--- config.mk ---
export PLATFORM = sky130hd
export DESIGN_NAME = ps2_host_tx
export DESIGN_NICKNAME = d
export VERILOG_FILES = /design/src/rtl/ps2_host_tx.sv
export SDC_FILE = /design/constraint.sdc
export NUM_CORES = 1
export LEC_CHECK = 0
export CAP_MARGIN = 20
export CORE_ASPECT_RATIO = 1.5
export CORE_MARGIN = 2
export CORE_UTILIZATION = 54
export CTS_CLUSTER_SIZE = 30
export DETAILED_ROUTE_END_ITERATION = 16
export HOLD_SLACK_MARGIN = 0.03
export PLACE_DENSITY_LB_ADDON = 0.08
export SLEW_MARGIN = 10
export SYNTH_ARGS = -nofsm -noshare
export SYNTH_HDL_FRONTEND = slang
export SYNTH_SLANG_ARGS = --single-unit
--- constraint.sdc ---
create_clock -name clk -period 4.1 [get_ports clk]
set_clock_uncertainty 0.1 [all_clocks]
set_input_delay 0.615 -clock clk [delete_from_list [all_inputs] [get_ports clk]]
set_output_delay 0.615 -clock clk [all_outputs]
set_load 0.02 [all_outputs]
--- src/rtl/ps2_host_tx.sv ---
// PS/2 host-to-device transmitter: inhibits the bus, issues request-to-send, then shifts one
// command byte with odd parity and stop out on device-generated clocks and checks the ACK bit.
module ps2_host_tx #(
    parameter int INHIBIT_CYCLES = 5000,
    parameter int TIMEOUT_CYCLES = 1000000
) (
    input  logic       clk,
    input  logic       rst_n,
    input  logic [7:0] tx_data,
    input  logic       tx_start,
    output logic       tx_busy,
    output logic       tx_done,
    output logic       tx_error,
    input  logic       ps2_clk_in,
    input  logic       ps2_data_in,
    output logic       ps2_clk_oe,
    output logic       ps2_data_oe
);

    localparam int CNT_MAX = (INHIBIT_CYCLES > TIMEOUT_CYCLES) ? INHIBIT_CYCLES : TIMEOUT_CYCLES;
    localparam int CNT_W   = $clog2(CNT_MAX + 1);

    localparam logic [CNT_W-1:0] INH_LAST = CNT_W'(INHIBIT_CYCLES - 1);
    localparam logic [CNT_W-1:0] TMO_LAST = CNT_W'(TIMEOUT_CYCLES - 1);
    localparam logic [CNT_W-1:0] CNT_ONE  = CNT_W'(1);

    localparam logic [2:0] S_IDLE    = 3'd0;
    localparam logic [2:0] S_INHIBIT = 3'd1;
    localparam logic [2:0] S_RTS     = 3'd2;
    localparam logic [2:0] S_SEND    = 3'd3;
    localparam logic [2:0] S_ACK     = 3'd4;
    localparam logic [2:0] S_WAIT    = 3'd5;
    localparam logic [2:0] S_DONE    = 3'd6;

    logic [7:0]       filt;
    logic             fall;
    logic             data_meta;
    logic             data_sync;
    logic [2:0]       state;
    logic [9:0]       frame;
    logic [3:0]       bitcnt;
    logic [CNT_W-1:0] cnt;
    logic             err;
    logic             clk_oe_r;
    logic             data_oe_r;

    // A fall needs four stable highs followed by four stable lows, so short glitches are
    // rejected. The filter starts all-ones so the idle bus never looks like an edge.
    // NOTE: sequential state uses non-blocking assignments only, so every flop samples
    // pre-edge values and simulation order cannot change the result.
    always_ff @(posedge clk or negedge rst_n) begin
        if (!rst_n) begin
            filt      <= 8'hFF;
            fall      <= 1'b0;
            data_meta <= 1'b1;
            data_sync <= 1'b1;
        end else begin
            filt      <= {ps2_clk_in, filt[7:1]};
            fall      <= (filt == 8'b00001111);
            data_meta <= ps2_data_in;
            data_sync <= data_meta;
        end
    end

    always_ff @(posedge clk or negedge rst_n) begin
        if (!rst_n) begin
            state     <= S_IDLE;
            frame     <= '0;
            bitcnt    <= '0;
            cnt       <= '0;
            err       <= 1'b0;
            clk_oe_r  <= 1'b0;
            data_oe_r <= 1'b0;
        end else begin
            case (state)
                S_IDLE: begin
                    if (tx_start) begin
                        frame     <= {1'b1, ~^tx_data, tx_data};
                        bitcnt    <= '0;
                        cnt       <= '0;
                        err       <= 1'b0;
                        clk_oe_r  <= 1'b1;
                        data_oe_r <= 1'b0;
                        state     <= S_INHIBIT;
                    end
                end
                S_INHIBIT: begin
                    if (cnt == INH_LAST) begin
                        cnt       <= '0;
                        data_oe_r <= 1'b1;
                        state     <= S_RTS;
                    end else begin
                        cnt <= cnt + CNT_ONE;
                    end
                end
                S_RTS: begin
                    clk_oe_r <= 1'b0;
                    cnt      <= '0;
                    state    <= S_SEND;
                end
                S_SEND: begin
                    // Start bit stays on the line until the first device fall.
                    if (fall) begin
                        cnt       <= '0;
                        data_oe_r <= ~frame[0];
                        frame     <= {1'b1, frame[9:1]};
                        bitcnt    <= bitcnt + 4'd1;
                        if (bitcnt == 4'd9) state <= S_ACK;
                    end else if (cnt == TMO_LAST) begin
                        data_oe_r <= 1'b0;
                        err       <= 1'b1;
                        state     <= S_DONE;
                    end else begin
                        cnt <= cnt + CNT_ONE;
                    end
                end
                S_ACK: begin
                    if (fall) begin
                        cnt   <= '0;
                        err   <= data_sync;
                        state <= S_WAIT;
                    end else if (cnt == TMO_LAST) begin
                        err   <= 1'b1;
                        state <= S_DONE;
                    end else begin
                        cnt <= cnt + CNT_ONE;
                    end
                end
                S_WAIT: begin
                    if (filt == 8'hFF && data_sync) begin
                        state <= S_DONE;
                    end else if (fall) begin
                        cnt <= '0;
                    end else if (cnt == TMO_LAST) begin
                        err   <= 1'b1;
                        state <= S_DONE;
                    end else begin
                        cnt <= cnt + CNT_ONE;
                    end
                end
                S_DONE: begin
                    clk_oe_r  <= 1'b0;
                    data_oe_r <= 1'b0;
                    state     <= S_IDLE;
                end
                default: state <= S_IDLE;
            endcase
        end
    end

    assign tx_busy     = (state != S_IDLE);
    assign tx_done     = (state == S_DONE);
    assign tx_error    = (state == S_DONE) & err;
    assign ps2_clk_oe  = clk_oe_r;
    assign ps2_data_oe = data_oe_r;

endmodule

==> results, run 1 <==
- The per-instance average area after synthesis is 9.54 µm².
- After detailed routing, the average wire length per cell comes to 15.3 µm.
- The die is 62.7 µm wide.
- The worst setup path is launched from a flop.
- The start-to-end type of the worst setup path is flop to output port.
- The number of warnings printed during yosys synthesis is 0.
- The number of clock buffers added by TritonCTS is 5.
- The headroom to the max-slew limit is 56.5%.
- Dividing the detail-routed via count by the number of cells gives 5.87.
- Entering global routing, the biggest net connects 33 pins.
- The actual slew at the worst max-slew pin is 0.653 ns.
- The largest driver fanout on the critical path is 19.
- The maximum ir drop on the vdd rail is 0.258 mV.
- Summed over all layers, the global routing overflow is 0.
- The total power of the final layout is 0.00164 W.
- The largest family of logic cells by synthesized area is simple AND/OR/NAND/NOR gates.
- The die covers 5780 µm².
- The initial antenna violation count is 0.
- In this design, the stage delay of the slowest critical-path cell is 0.60 ns.
- The site row count is 32.
- When the netlist entered floorplanning its net count stood at 309.
- The boundary pin count is 18.
- Subtracting the final worst setup slack from the clock period gives 2.85 ns.
- Based on the critical path, the design can be clocked at up to 350 MHz.
- The fraction of synthesized cell area in xor and xnor cells is 3.13%.
- The slowest cell on the critical path is dfrtp_1.
- For the worst-skew pair, the clock arrives at the later sink with an insertion delay of 0.31 ns.
- The data required time of the critical path is 3.38 ns.
- The proportion of synthesized flip-flops having asynchronous set or reset is 100%.
- The signal on the critical path passes through nor3_1, inv_1, clkdlybuf4s50_1.
- The synthesized netlist cell count is 293.
- Of the total synthesized cell area, the portion taken by full adders, half adders and majority gates is 1.34%.
- Once the floorplan was initialized, standard cells occupied 54.9% of the core.
- The number of flops mapped to enable cells by yosys is 0.
- Of the total power, the share spent switching nets is 39.1%.
- The clock input transition at the sequential cells of the worst setup and hold paths is 0.10 ns.
- The number of distinct library cells after synthesis is 58.
- The type of destination of the critical path is an output port.
- The first-pass GRT wire length is 10200 µm.
- The mux share of post-synthesis cell area is 3.99%.
- The cell-internal power is 0.00100 W.
- The maximum clock insertion buffer count is 2.
- The number of hold buffers added after CTS was 0.
- The portion of total power attributed to sequential cells is 43.1%.
- The total global-route track usage is 21.8%.
- The sequential share of the synthesized area is 46.1%.
- The setup slack of the worst register-to-register path is 1.32 ns.
- In the layout the commonest cells are dfrtp_1 (41), nor2_1 (31), a21oi_1 (17).
- The total of buffers placed on input and output ports is 17.
- The placed instance area is 2970 µm².
- In this run the critical register-to-register path is captured at cnt[4].
- The die outline height is 92.1 µm.
- Data arrives at the worst endpoint at 2.14 ns.
- The proportion of power drawn by the clock network is 18.9%.
- TritonCTS built the clock tree.
- The congestion estimate from routability-driven global placement came to 0.778.
- In the finished design, the share of the clock period the worst path needs comes to 69.6%.
- The timing startpoint of the critical path is state[1].
- The depth of the CTS H-tree is 2.
- The remaining design rule violation count is 0.
- The most used flip-flop cell after synthesis is dfrtp_1.
- Summed over all failing endpoints, the final setup total negative slack is 0 ns.
- The total area inside the core boundary comes to 5080 µm².
- Setup violations remaining at the end of the flow were counted as 0.
- The worst reg2reg path depth is 7.
- The area fraction in compound gates after synthesis is 17.9%.
- The combinational share of power is 38.0%.
- Dividing total power by cell area gives a power density of 537 nW/µm².
- The count of nets left with antenna violations once routing finished came out at 0.
- The critical register-to-register path startpoint is cnt[16].
- The cell sitting at the root of the clock tree is a clkbuf_8.
- Gates resized during post-CTS repair numbered 0.
- The number of violations reported at the end of detailed-routing iteration 0 is 65.
- The number of pins exceeding their max-slew limit in the final report is 0.
- Max-cap violations in this run came to 0.
- The filler cells instantiated in the layout total 468.
- In this run the static leakage power is 1.22 nW.
- From synthesis to final layout, the design area changed by 9.58%.
- Cells with a size suffix above 1 make up 10.5% of the layout.
- For this design the total switching power over the nets is 0.000643 W.
- The post-synthesis sequential element count is 51.
- The count of cells in the finished layout, fillers not included, comes to 372.
- The library cell used most frequently in the layout, excluding fill and tap cells, is dfrtp_1.
- The antenna diode count is 0.
- The path class of the lowest-slack min-delay path is primary input to async pin.
- The count of buffers added by post-CTS timing repair for setup is 0.
- The count of endpoints failing hold in the final timing report is 0.
- The total vias in the final route is 2182.
- The number of sinks driven by the clock tree is 51.
- The via count of the first global-routing pass came to 2210.
- Of the total synthesized cell area, the portion taken by AND, OR, NAND and NOR gates is 22.7%.
- Including well taps, the total number of placed cells is 364.
- The final layout contains routed wiring with a total length of 5680 µm.
- Setup repair after global routing left no endpoint under its margin.
- The flow ran to the end, and the final reports show no timing, DRC or antenna violations.
- After routing the design area is 3060 µm².
- The HPWL after detailed placement is 3960 µm.
- The count of nets after finishing is 319.
- The first TritonRoute pass finished after 4 iterations.
- The post-synthesis cell area is 2790 µm².
## synthesized netlist by cell type, drive strengths merged, types with 6 or more instances
library cell,instances,area [µm²]
dfstp,10,263
a21oi,17,85.1
nand3,16,80.1
o31ai,15,118
buf,10,81.3
o21ai,25,125
nand2,14,52.6
a31oi,6,37.5
clkbuf,9,35.0
and3,7,43.8
nor2,31,116
xnor2,9,78.8
nor2b,7,43.8
mux2i,10,100
dfrtp,41,1030
## how the worst max path moves through the flow
stage,end,slack [ns],cells after the start
floorplan,cnt[10],1.87,10
global placement,cnt[9],1.34,6
detailed placement,cnt[9],1.29,6
CTS,tx_busy,1.24,3
global route,tx_busy,1.05,3
finish,tx_busy,1.25,3
## flip-flops by register name, indices dropped and copies added (netlist names)
signal,count
bitcnt,4
filt,8
fall,1
ps2_clk_oe,1
state,3
data_meta,1
err,1
ps2_data_oe,1
data_sync,1
cnt,20
frame,10
## power by group through the flow
stage	clock [W]	combinational (W)	sequential (W)
after global routing	0.000341	0.000699	0.000730
final	0.000311	0.000624	0.000709
after global placement	0	0.000619	0.000715
after CTS	0.000322	0.000631	0.000708
after detailed placement	0	0.000629	0.000717
after floorplan	0	0.000573	0.000673
## routing by layer
metal  vias up  track usage [%]  routed length (µm)
met3         8             3.56                 123
met4         0             7.59                  82
met5         -                0                   0
met1      1061             26.5                2450
met2        28             39.0                3020
li1       1085                -                   -
## cell type report
class | count | area [µm²] | share of cell area [%]
Multi-Input combinational cell | 218 | 1370 | 44.7
Sequential cell | 51 | 1290 | 42.1
Timing Repair Buffer | 22 | 203 | 6.62
Tap cell | 68 | 85.1 | 2.78
Clock buffer | 5 | 68.8 | 2.25
Clock inverter | 3 | 27.5 | 0.899
Inverter | 5 | 18.8 | 0.613
## per-stage QoR
stage / hold slack, ns / setup WS (ns) / utilization (%)
6_report: 0.126 / 1.25 / 60.2
2_1_floorplan: 0.219 / 1.87 / -
3_3_place_gp: 0.246 / 1.34 / 58.3
5_1_grt: 0.150 / 1.05 / 60.2
3_5_place_dp: 0.253 / 1.29 / 58.3
4_1_cts: 0.138 / 1.24 / 60.2
## worst max-delay path, delay by kind of cell (launching register included)
kind / cells / cell delay, ns
buffers and inverters: 2 / 0.63
flip-flops: 1 / 0.60
AND/OR/NAND/NOR: 1 / 0.60
## cells by family (layout without fill, tap and decap cells)
logic type,count (synthesis),after routing
multiplexers,11,11
buffers and inverters,24,35
XOR/XNOR,10,10
AO/OA/AOI/OAI,78,78
adder cells (fa/ha/maj),3,3
AND/OR/NAND/NOR,116,116
flip-flops,51,51
(Power assumes the default switching activity.)
==> run 2, diff against run 1 <==
Clock period 4.1 ns to 2.85 ns, I/O delays scaled along.
==> results, run 2 (synthesis results as in run 1) <==
- The effective utilization at floorplan is 54.9% (unchanged).
- The smallest setup slack after layout is 0.395 ns (-0.850 ns).
- The count of endpoints failing hold in the final timing report is 0 (unchanged).
- The maximum clock insertion buffer count is 2 (unchanged).
- The total congestion overflow after global routing is 0 (unchanged).
- The actual slew at the worst max-slew pin is 0.933 ns (+0.280 ns).
- The minimum period implied by the final worst setup slack is 2.45 ns.
- The worst reg2reg path depth came to 8 (+1).
- The via count of the first global-routing pass is 2225 (+0.68%).
- The worst setup path is captured at a flop.
- The count of nets after finishing is 326 (+2.2%).
- The worst setup slack before clock tree synthesis is 0.443 ns (-0.850 ns).
- From synthesis to final layout, the design area changed by 12.0%.
- The path class of the lowest-slack min-delay path is primary input to async pin.
- The residual antenna-violating net count after detailed routing is 0 (unchanged).
- The area of the die is 5780 µm² (unchanged).
- The routed via count divided by cell count is 5.97 (+1.8%).
- The timing startpoint of the critical path is cnt[0].
- Setup repair after global routing left no endpoint under its margin.
- The depth of the CTS H-tree came to 2 (unchanged).
- The data required time of the critical path came to 2.94 ns (-0.44 ns).
- The number of sinks driven by the clock tree came to 51 (unchanged).
- The setup TNS is 0 ns (unchanged).
- The worst setup path is launched from a flop.
- The maximum number of pins on one net before global-route repair is 43 (+30%).
- The total vias in the final route came to 2263 (+3.7%).
- The antenna diode count is 0 (unchanged).
- The clock input transition at the sequential cells of the worst setup and hold paths came to 0.09 ns (about the same).
- The root buffer cell chosen for the clock tree is clkbuf_8.
- The number of pins exceeding their max-slew limit in the final report is 0 (unchanged).
- The largest driver fanout on the critical path is 10 (-9).
- The number of setup violations in the final report is 0 (unchanged).
- The hold buffer count at cts is 0 (unchanged).
- The initial antenna violation count was 0 (unchanged).
- The fill cell total of the finished layout was 475 (+1.5%).
- In this run the critical register-to-register path is launched from cnt[0].
- The site row count is 32 (unchanged).
- The flow ran to the end, and the final reports show no timing, DRC or antenna violations.
- Dividing the final minimum period by the clock period gives 86.1%.
- The total core area is 5080 µm² (unchanged).
- The total global-route track usage was 22.0% (+0.20 points).
- The library cell used most frequently in the layout, excluding fill and tap cells, is dfrtp_1.
- Walking the worst path, the cells encountered are ha_1, and2_2, and2_1, nand3_1, o221ai_2, or2_1, buf_4, o41ai_1.
- The stage delay of the slowest cell on the critical path is 0.43 ns (-0.17 ns).
- TritonCTS built the clock tree.
- The number of buffers and inverters on the critical path is 1 (-1).
- The fraction of final layout cells sized beyond drive strength 1 is 12.2% (+1.7 points).
- The slowest stage of the critical path belongs to the cell dfrtp_1.
- The first-pass GRT wire length is 10100 µm (-0.47%).
- The depth of the critical timing path with buffers and inverters included is 8 (+5).
- The static leakage power was 1.26 nW (+3.3%).
- The flip-flop count of the largest register after layout is 20 (unchanged).
- Following the worst setup path forward leads to its endpoint at cnt[9].
- The family with the most delay on the worst path is simple AND/OR/NAND/NOR gates.
- The HPWL after detailed placement is 3950 µm (-0.36%).
- The number of clock buffers inserted by TritonCTS is 5 (unchanged).
- In the layout the commonest cells are dfrtp_1 (41), nor2_1 (31), a21oi_1 (17).
- The die outline height is 92.1 µm (unchanged).
- The largest registers in the layout are cnt (20), frame (10), filt (8).
- The remaining design rule violation count came to 0 (unchanged).
- The count of buffers added by post-CTS timing repair for setup is 0 (unchanged).
- The data arrival time at the worst-slack endpoint came to 2.55 ns (+0.41 ns).
- For this run, the top clock speed supported by timing is 407 MHz.
- The source-to-sink clock delay at the later pin of the worst-skew pair is 0.30 ns (about the same).
- The number of maximum-capacitance constraint violations was 0 (unchanged).
- Ranked by flip-flop count, first place goes to cnt.
- The power density relative to cell area is 794 nW/µm² (+48%).
- The number of gates given a new drive strength after cts came to 0 (unchanged).
- The number of violations reported at the end of detailed-routing iteration 0 is 109 (+68%).
- The final hold slack came to 0.157 ns (+0.0312 ns).
- The total of buffers placed on input and output ports is 17 (unchanged).
- The width of the die is 62.7 µm (unchanged).
- The length of the first detailed-routing pass in iterations was 4 (unchanged).
- The final estimated routing congestion in global placement is 0.848 (+8.9%).
- The setup slack of the worst register-to-register path was 0.40 ns (-0.92 ns).
- The setup path with the least slack is of type flop to flop.
- The boundary pin count came to 18 (unchanged).
- The headroom to the max-slew limit is 37.8% (-19 points).
- The endpoint identified for the worst register-to-register timing path is cnt[9].
- The maximum ir drop on the vdd rail came to 0.437 mV (+70%).
- The detail-routed net length per standard cell was 15.1 µm (-1.0%).
- The total routed wirelength is 5730 µm (+0.85%).
## run 2: how the worst min path moves through the flow
stage | start | to | slack (ns) | cells after the start
2_1_floorplan | rst_n | bitcnt[0] | 0.03 | 0
6_report | rst_n | ps2_clk_oe | 0.16 | 1
4_1_cts | rst_n | ps2_data_oe | 0.19 | 1
3_5_place_dp | data_meta | data_sync | 0.25 | 0
3_3_place_gp | data_meta | data_sync | 0.25 | 0
5_1_grt | rst_n | ps2_clk_oe | 0.24 | 1
## run 2: layer usage
metal	routed length, µm	vias up	share of wire, %	GRT usage (%)
li1	-	1105	-	-
met1	2450	1104	43	27.3
met2	2970	44	52	37.1
met3	183	10	3.2	3.68
met4	118	0	2.1	10.7
met5	0	-	0	0
## run 2: metrics by stage
stage | util, % | cells | area [µm²] | total power, W
after detailed placement | 59.4 | 371 | 3020 | 0.00200
after CTS | 61.5 | 379 | 3130 | 0.00251
final | 61.5 | 379 | 3130 | 0.00248
after global routing | 61.5 | 379 | 3130 | 0.00268
after global placement | 59.4 | 371 | 3020 | 0.00198
after floorplan | - | 293 | 2790 | 0.00179
## run 2: power breakdown
part / internal [W] / leakage, nW / switching, W / total [W]
Combinational: 0.000440 / 0.575 / 0.000577 / 0.00102
Sequential: 0.000872 / 0.631 / 0.0000969 / 0.000968
Clock: 0.000262 / 0.0514 / 0.000237 / 0.000499
## run 2: final cells by class
cell class | instances | area (µm²) | area share, %
Multi-Input combinational cell | 218 | 1370 | 43.8
Sequential cell | 51 | 1290 | 41.2
Timing Repair Buffer | 29 | 255 | 8.16
Clock inverter | 2 | 37.5 | 1.20
Tap cell | 68 | 85.1 | 2.72
Clock buffer | 6 | 72.6 | 2.32
Inverter | 5 | 18.8 | 0.600
## run 2: worst register-to-register path: cells and delay by family, from the launching register on
kind | cells | cell delay, ns
compound gates | 2 | 0.48
fa+ha+maj | 1 | 0.24
buf+inv | 1 | 0.18
flops | 1 | 0.43
simple gates | 4 | 0.91
